<file path="config.mk">
export PLATFORM = sky130hd
export DESIGN_NAME = data_manager_unit
export DESIGN_NICKNAME = d
export VERILOG_FILES = /design/src/rtl/data_manager_unit.sv
export SDC_FILE = /design/constraint.sdc
export NUM_CORES = 1
export LEC_CHECK = 0
export BUFFER_PORTS_ARGS = -buffer_cell sky130_fd_sc_hd__clkbuf_2
export CAP_MARGIN = 20
export CELL_PAD_IN_SITES_DETAIL_PLACEMENT = 1
export CELL_PAD_IN_SITES_GLOBAL_PLACEMENT = 1
export CORE_MARGIN = 1
export CORE_UTILIZATION = 36
export CTS_CLUSTER_SIZE = 14
export DETAILED_ROUTE_END_ITERATION = 10
export HOLD_SLACK_MARGIN = 0.1
export PLACE_DENSITY_LB_ADDON = 0.1
export SLEW_MARGIN = 20
export SYNTH_ARGS = -nofsm -noshare
export SYNTH_HDL_FRONTEND = slang
export SYNTH_SLANG_ARGS = --single-unit
</file>
<file path="constraint.sdc">
create_clock -name clk_i -period 1.8 [get_ports clk_i]
set_input_delay 0.18 -clock clk_i [delete_from_list [all_inputs] [get_ports clk_i]]
set_output_delay 0.18 -clock clk_i [all_outputs]
set_load 0.005 [all_outputs]
</file>
<file path="src/rtl/data_manager_unit.sv">
// RV32I load/store unit: issues byte/half/word accesses on an Avalon-MM host port
// and returns the extended load result with a single-cycle completion strobe.
module data_manager_unit (
  input  logic        clk_i,
  input  logic        rst_ni,
  input  logic        start_i,
  input  logic        is_store_i,
  input  logic [2:0]  funct3_i,
  input  logic [31:0] addr_i,
  input  logic [31:0] store_data_i,
  output logic [31:0] address_o,
  output logic        read_o,
  output logic        write_o,
  output logic [3:0]  byteenable_o,
  output logic [31:0] host_to_agent_o,
  input  logic [31:0] agent_to_host_i,
  input  logic        waitrequest_i,
  input  logic        readdatavalid_i,
  output logic [31:0] load_data_o,
  output logic        ready_o,
  output logic        misaligned_o,
  output logic        busy_o
);

  typedef enum logic [1:0] {S_IDLE = 2'd0, S_REQ = 2'd1, S_WAIT = 2'd2} state_e;

  state_e      state_q, state_d;
  logic [31:0] address_q, address_d;
  logic        read_q, read_d, write_q, write_d;
  logic [3:0]  be_q, be_d;
  logic [31:0] wdata_q, wdata_d;
  logic [1:0]  off_q, off_d;
  logic [2:0]  f3_q, f3_d;
  logic [31:0] load_data_q, load_data_d;
  logic        ready_q, ready_d, mis_q, mis_d;

  logic        is_b, is_h, mis;
  logic [15:0] half_lane;
  logic [7:0]  byte_lane;
  logic [31:0] extracted;

  // Unused funct3 codes fall into the word case because only [1:0] selects width.
  assign is_b = (funct3_i[1:0] == 2'b00);
  assign is_h = (funct3_i[1:0] == 2'b01);
  assign mis  = is_h ? addr_i[0] : (is_b ? 1'b0 : (addr_i[1:0] != 2'b00));

  assign half_lane = off_q[1] ? agent_to_host_i[31:16] : agent_to_host_i[15:0];
  assign byte_lane = off_q[0] ? half_lane[15:8] : half_lane[7:0];

  always_comb begin
    case (f3_q[1:0])
      2'b00:   extracted = {{24{byte_lane[7] & ~f3_q[2]}}, byte_lane};
      2'b01:   extracted = {{16{half_lane[15] & ~f3_q[2]}}, half_lane};
      default: extracted = agent_to_host_i;
    endcase
  end

  always_ff @(posedge clk_i or negedge rst_ni) begin
    if (!rst_ni) begin
      state_q     <= S_IDLE;
      address_q   <= '0;
      read_q      <= 1'b0;
      write_q     <= 1'b0;
      be_q        <= '0;
      wdata_q     <= '0;
      off_q       <= '0;
      f3_q        <= '0;
      load_data_q <= '0;
      ready_q     <= 1'b0;
      mis_q       <= 1'b0;
    end else begin
      state_q     <= state_d;
      address_q   <= address_d;
      read_q      <= read_d;
      write_q     <= write_d;
      be_q        <= be_d;
      wdata_q     <= wdata_d;
      off_q       <= off_d;
      f3_q        <= f3_d;
      load_data_q <= load_data_d;
      ready_q     <= ready_d;
      mis_q       <= mis_d;
    end
  end

  always_comb begin
    state_d = state_q;
    case (state_q)
      S_IDLE:  if (start_i && !mis) state_d = S_REQ;
      S_REQ:   if (!waitrequest_i) state_d = write_q ? S_IDLE : S_WAIT;
      S_WAIT:  if (readdatavalid_i) state_d = S_IDLE;
      default: state_d = S_IDLE;
    endcase
  end

  always_comb begin
    address_d   = address_q;
    read_d      = read_q;
    write_d     = write_q;
    be_d        = be_q;
    wdata_d     = wdata_q;
    off_d       = off_q;
    f3_d        = f3_q;
    load_data_d = load_data_q;
    ready_d     = 1'b0;
    mis_d       = 1'b0;
    case (state_q)
      S_IDLE: begin
        if (start_i) begin
          if (mis) begin
            mis_d = 1'b1;
          end else begin
            address_d = {addr_i[31:2], 2'b00};
            read_d    = ~is_store_i;
            write_d   = is_store_i;
            off_d     = addr_i[1:0];
            f3_d      = funct3_i;
            if (is_b) begin
              be_d    = 4'b0001 << addr_i[1:0];
              wdata_d = {4{store_data_i[7:0]}};
            end else if (is_h) begin
              be_d    = addr_i[1] ? 4'b1100 : 4'b0011;
              wdata_d = {2{store_data_i[15:0]}};
            end else begin
              be_d    = 4'b1111;
              wdata_d = store_data_i;
            end
          end
        end
      end
      S_REQ: begin
        if (!waitrequest_i) begin
          read_d  = 1'b0;
          write_d = 1'b0;
          ready_d = write_q;
        end
      end
      S_WAIT: begin
        if (readdatavalid_i) begin
          load_data_d = extracted;
          ready_d     = 1'b1;
        end
      end
      default: ;
    endcase
  end

  assign address_o       = address_q;
  assign read_o          = read_q;
  assign write_o         = write_q;
  assign byteenable_o    = be_q;
  assign host_to_agent_o = wdata_q;
  assign load_data_o     = load_data_q;
  assign ready_o         = ready_q;
  assign misaligned_o    = mis_q;
  assign busy_o          = (state_q != S_IDLE);

endmodule

</file>
==> metrics.md <==
| Metric | Value |
|---|---|
| Status | complete, no violations |
| Total core area | 13500 µm² |
| I/O Buffers | 207 |
| Placer Congestion | 0.762 |
| Setup CP Type | reg -> reg |
| Min-delay worst type | in -> reg |
| Register area share after synthesis | 54.3% |
| Worst skew pair latency | 350 ps |
| HPWL after DPL | 11100 µm |
| Starting Density | 37.4% |
| Antenna Cells | 0 |
| Ys async rst share | 100% |
| Setup Buffers After CTS | 0 |
| Total track usage | 22.0% |
| First-pass GRT wire length | 24400 µm |
| Share of layout cells above drive strength 1 | 37.7% |
| Syn_area_per_cell | 11.2 µm² |
| Clk pin slew, worst setup/hold paths | 70 ps |
| Number of vias per cell | 5.05 |
| R2R Setup Slk | 80 ps |
| Final Core Density | 52.8% |
| H-tree depth | 3 |
| Pwr Density | 1470 nW/µm² |
| Mapped Cells | 449 |
| First-pass iteration count of the detailed router | 4 |
| Final ANT Viol Nets | 0 |
| Vias | 4477 |
| Final hold slack | 113 ps |
| VDD IR max | 858 µV |
| Layout Skew | 6.97 ps |
| Layout area overhead | 41.2% |
| Post-synth EDFFs | 0 |
| Die footprint | 14400 µm² |
| Cell Area, Synth | 5030 µm² |
| Nets | 813 |
| Congestion Overflow GR | 0 |
| Ys flop type | dfrtp_1 |
| Worst setup EP type | register |
| Pin count of the biggest net entering global routing | 35 |
| Routed len/inst | 17.2 µm |
| RSZ-0062 raised after global routing | no |
| Site row count | 42 |
| CTS tree | done |
| Crit Path Max Fanout | 34 |
| Final setup vio count | 0 |
| Setup TNS | 0 ps |
| Placement Cell Area | 6330 µm² |
| Post-Route WL | 15300 µm |
| DRC violations left | 0 |
| Initial DRC Count | 175 |
| Die W | 120 µm |
| CTS buffer count | 9 |
| Final worst slack | 76.2 ps |
| Synthesis Warnings | 0 |
| Register bit total from synthesis | 109 |
| I/O Pins | 210 |
| Chip Height | 120 µm |
| Clk sinks | 109 |
| Final worst-path cycle share | 95.8% |
| Number of global-route vias before repair | 4710 |
| Initial antenna violation count | 0 |
| Clock buffer depth | 2 |
| Final Hold Violating Endpoints | 0 |
| Pins Over Slew Limit | 0 |
| CP required | 2030 ps |
| Tmin final | 1720 ps |
| Final Cell Area | 7100 µm² |
| Critical path arrival | 1950 ps |
| Synth cell types | 45 |
| Worst setup SP type | register |
| LEAKAGE | 3.52 nW |
| Pre-CTS setup slack | -84.3 ps |
| Max Clk Rate | 0.580 GHz |
| Max cap viols | 0 |
| CTS root buf | clkbuf_16 |
==> Yosys cell counts (all sizes together) (2+ instances only) <==
master,instances,area (µm²)
nand3,33,165
inv,5,18.8
nand2b,5,31.3
dfrtp,109,2730
and2,2,12.5
a21oi,18,105
nor3,4,25.0
a32oi,7,61.3
a22o,7,61.3
mux2i,24,240
nor2,24,92.6
ha,3,37.5
nand2,49,186
o21ai,44,220
clkbuf,12,45.0
a22oi,14,105
mux2,52,586
o211ai,2,20.0
buf,19,140
nor2b,2,12.5
==> power by group <==
part | switching (mW) | internal (mW)
Combinational | 2.06 | 2.04
Clock | 0.880 | 1.06
Sequential | 0.731 | 3.64
==> registers in the layout, summed over array words and instances, names as in the netlist <==
name and cells:
ready_o 1, write_o 1, address_o 30, off_q 2, misaligned_o 1, host_to_agent_o 32
byteenable_o 4, load_data_o 32, read_o 1, f3_q 3, state_q 2
==> layout make-up <==
cell class	instances	area (µm²)
fillers	1529	6360
flip-flops and latches	109	2730
multi-input cells	305	2120
repair buffers	275	1720
clock buffers	14	274
well taps	176	220
inverters	5	18.8
clock inverters	2	16.3
==> final timing paths <==
kind	from	to	depth (start not counted)
setup reg to reg	state_q[1]	address_o[22]	6
hold / removal	store_data_i[5]	host_to_agent_o[5]	2
hold reg to reg	host_to_agent_o[12]	host_to_agent_o[12]	2
min in group asynchronous	rst_ni	address_o[21]	2
setup / recovery	state_q[1]	address_o[22]	6
max in group asynchronous	rst_ni	host_to_agent_o[29]	3
==> logic make-up after synthesis <==
kind of cell / count (synthesis) / synth area share [%]
multiplexers: 77 / 16.9
adder cells (fa/ha/maj): 3 / 0.747
flip-flops: 109 / 54.3
buffers and inverters: 36 / 4.06
AO/OA/AOI/OAI: 100 / 12.8
AND/OR/NAND/NOR: 123 / 11.2
other: 1 / 0.0746
==> per-layer routing <==
metal,GRT usage (%),vias to the layer above,part of all wire [%]
li1,-,2108,-
met4,5.31,0,0.93
met3,5.09,12,5.3
met5,0,-,0
met2,37.7,135,51
met1,27.9,2222,43
==> per-stage QoR <==
stage	total power [mW]	instances
2_1_floorplan	6.39	450
3_3_place_gp	8.24	824
3_5_place_dp	8.47	824
4_1_cts	10.6	886
5_1_grt	11.2	886
6_report	10.4	886
==> critical path: stages, from the launching register on <==
cell and delay, ps:
dfrtp_1 400, inv_1 100, ha_2 230, nand2_1 90
o21bai_4 230, buf_12 200, mux2_1 330
==> what timing repair did <==
item / CTS / global route
setup endpoints to repair: 16 / 43
pin swaps: 0 / 0
hold endpoints to repair: 72 / 0
hold buffers: 46 / 0
resized for setup: 1 / 2
==> placed cells by master (no fill, tap or decap), types with 16 or more instances in the layout <==
cell,synthesis,final
nand3_1,33,33
o21ai_0,44,44
buf_4,6,18
nor2_1,23,23
a21oi_1,16,16
clkbuf_2,0,206
nand2_1,48,48
mux2_1,39,39
mux2i_1,24,24
dlygate4sd3_1,0,46
dfrtp_1,109,109
Note: power is estimated with default switching activity, not from simulation.
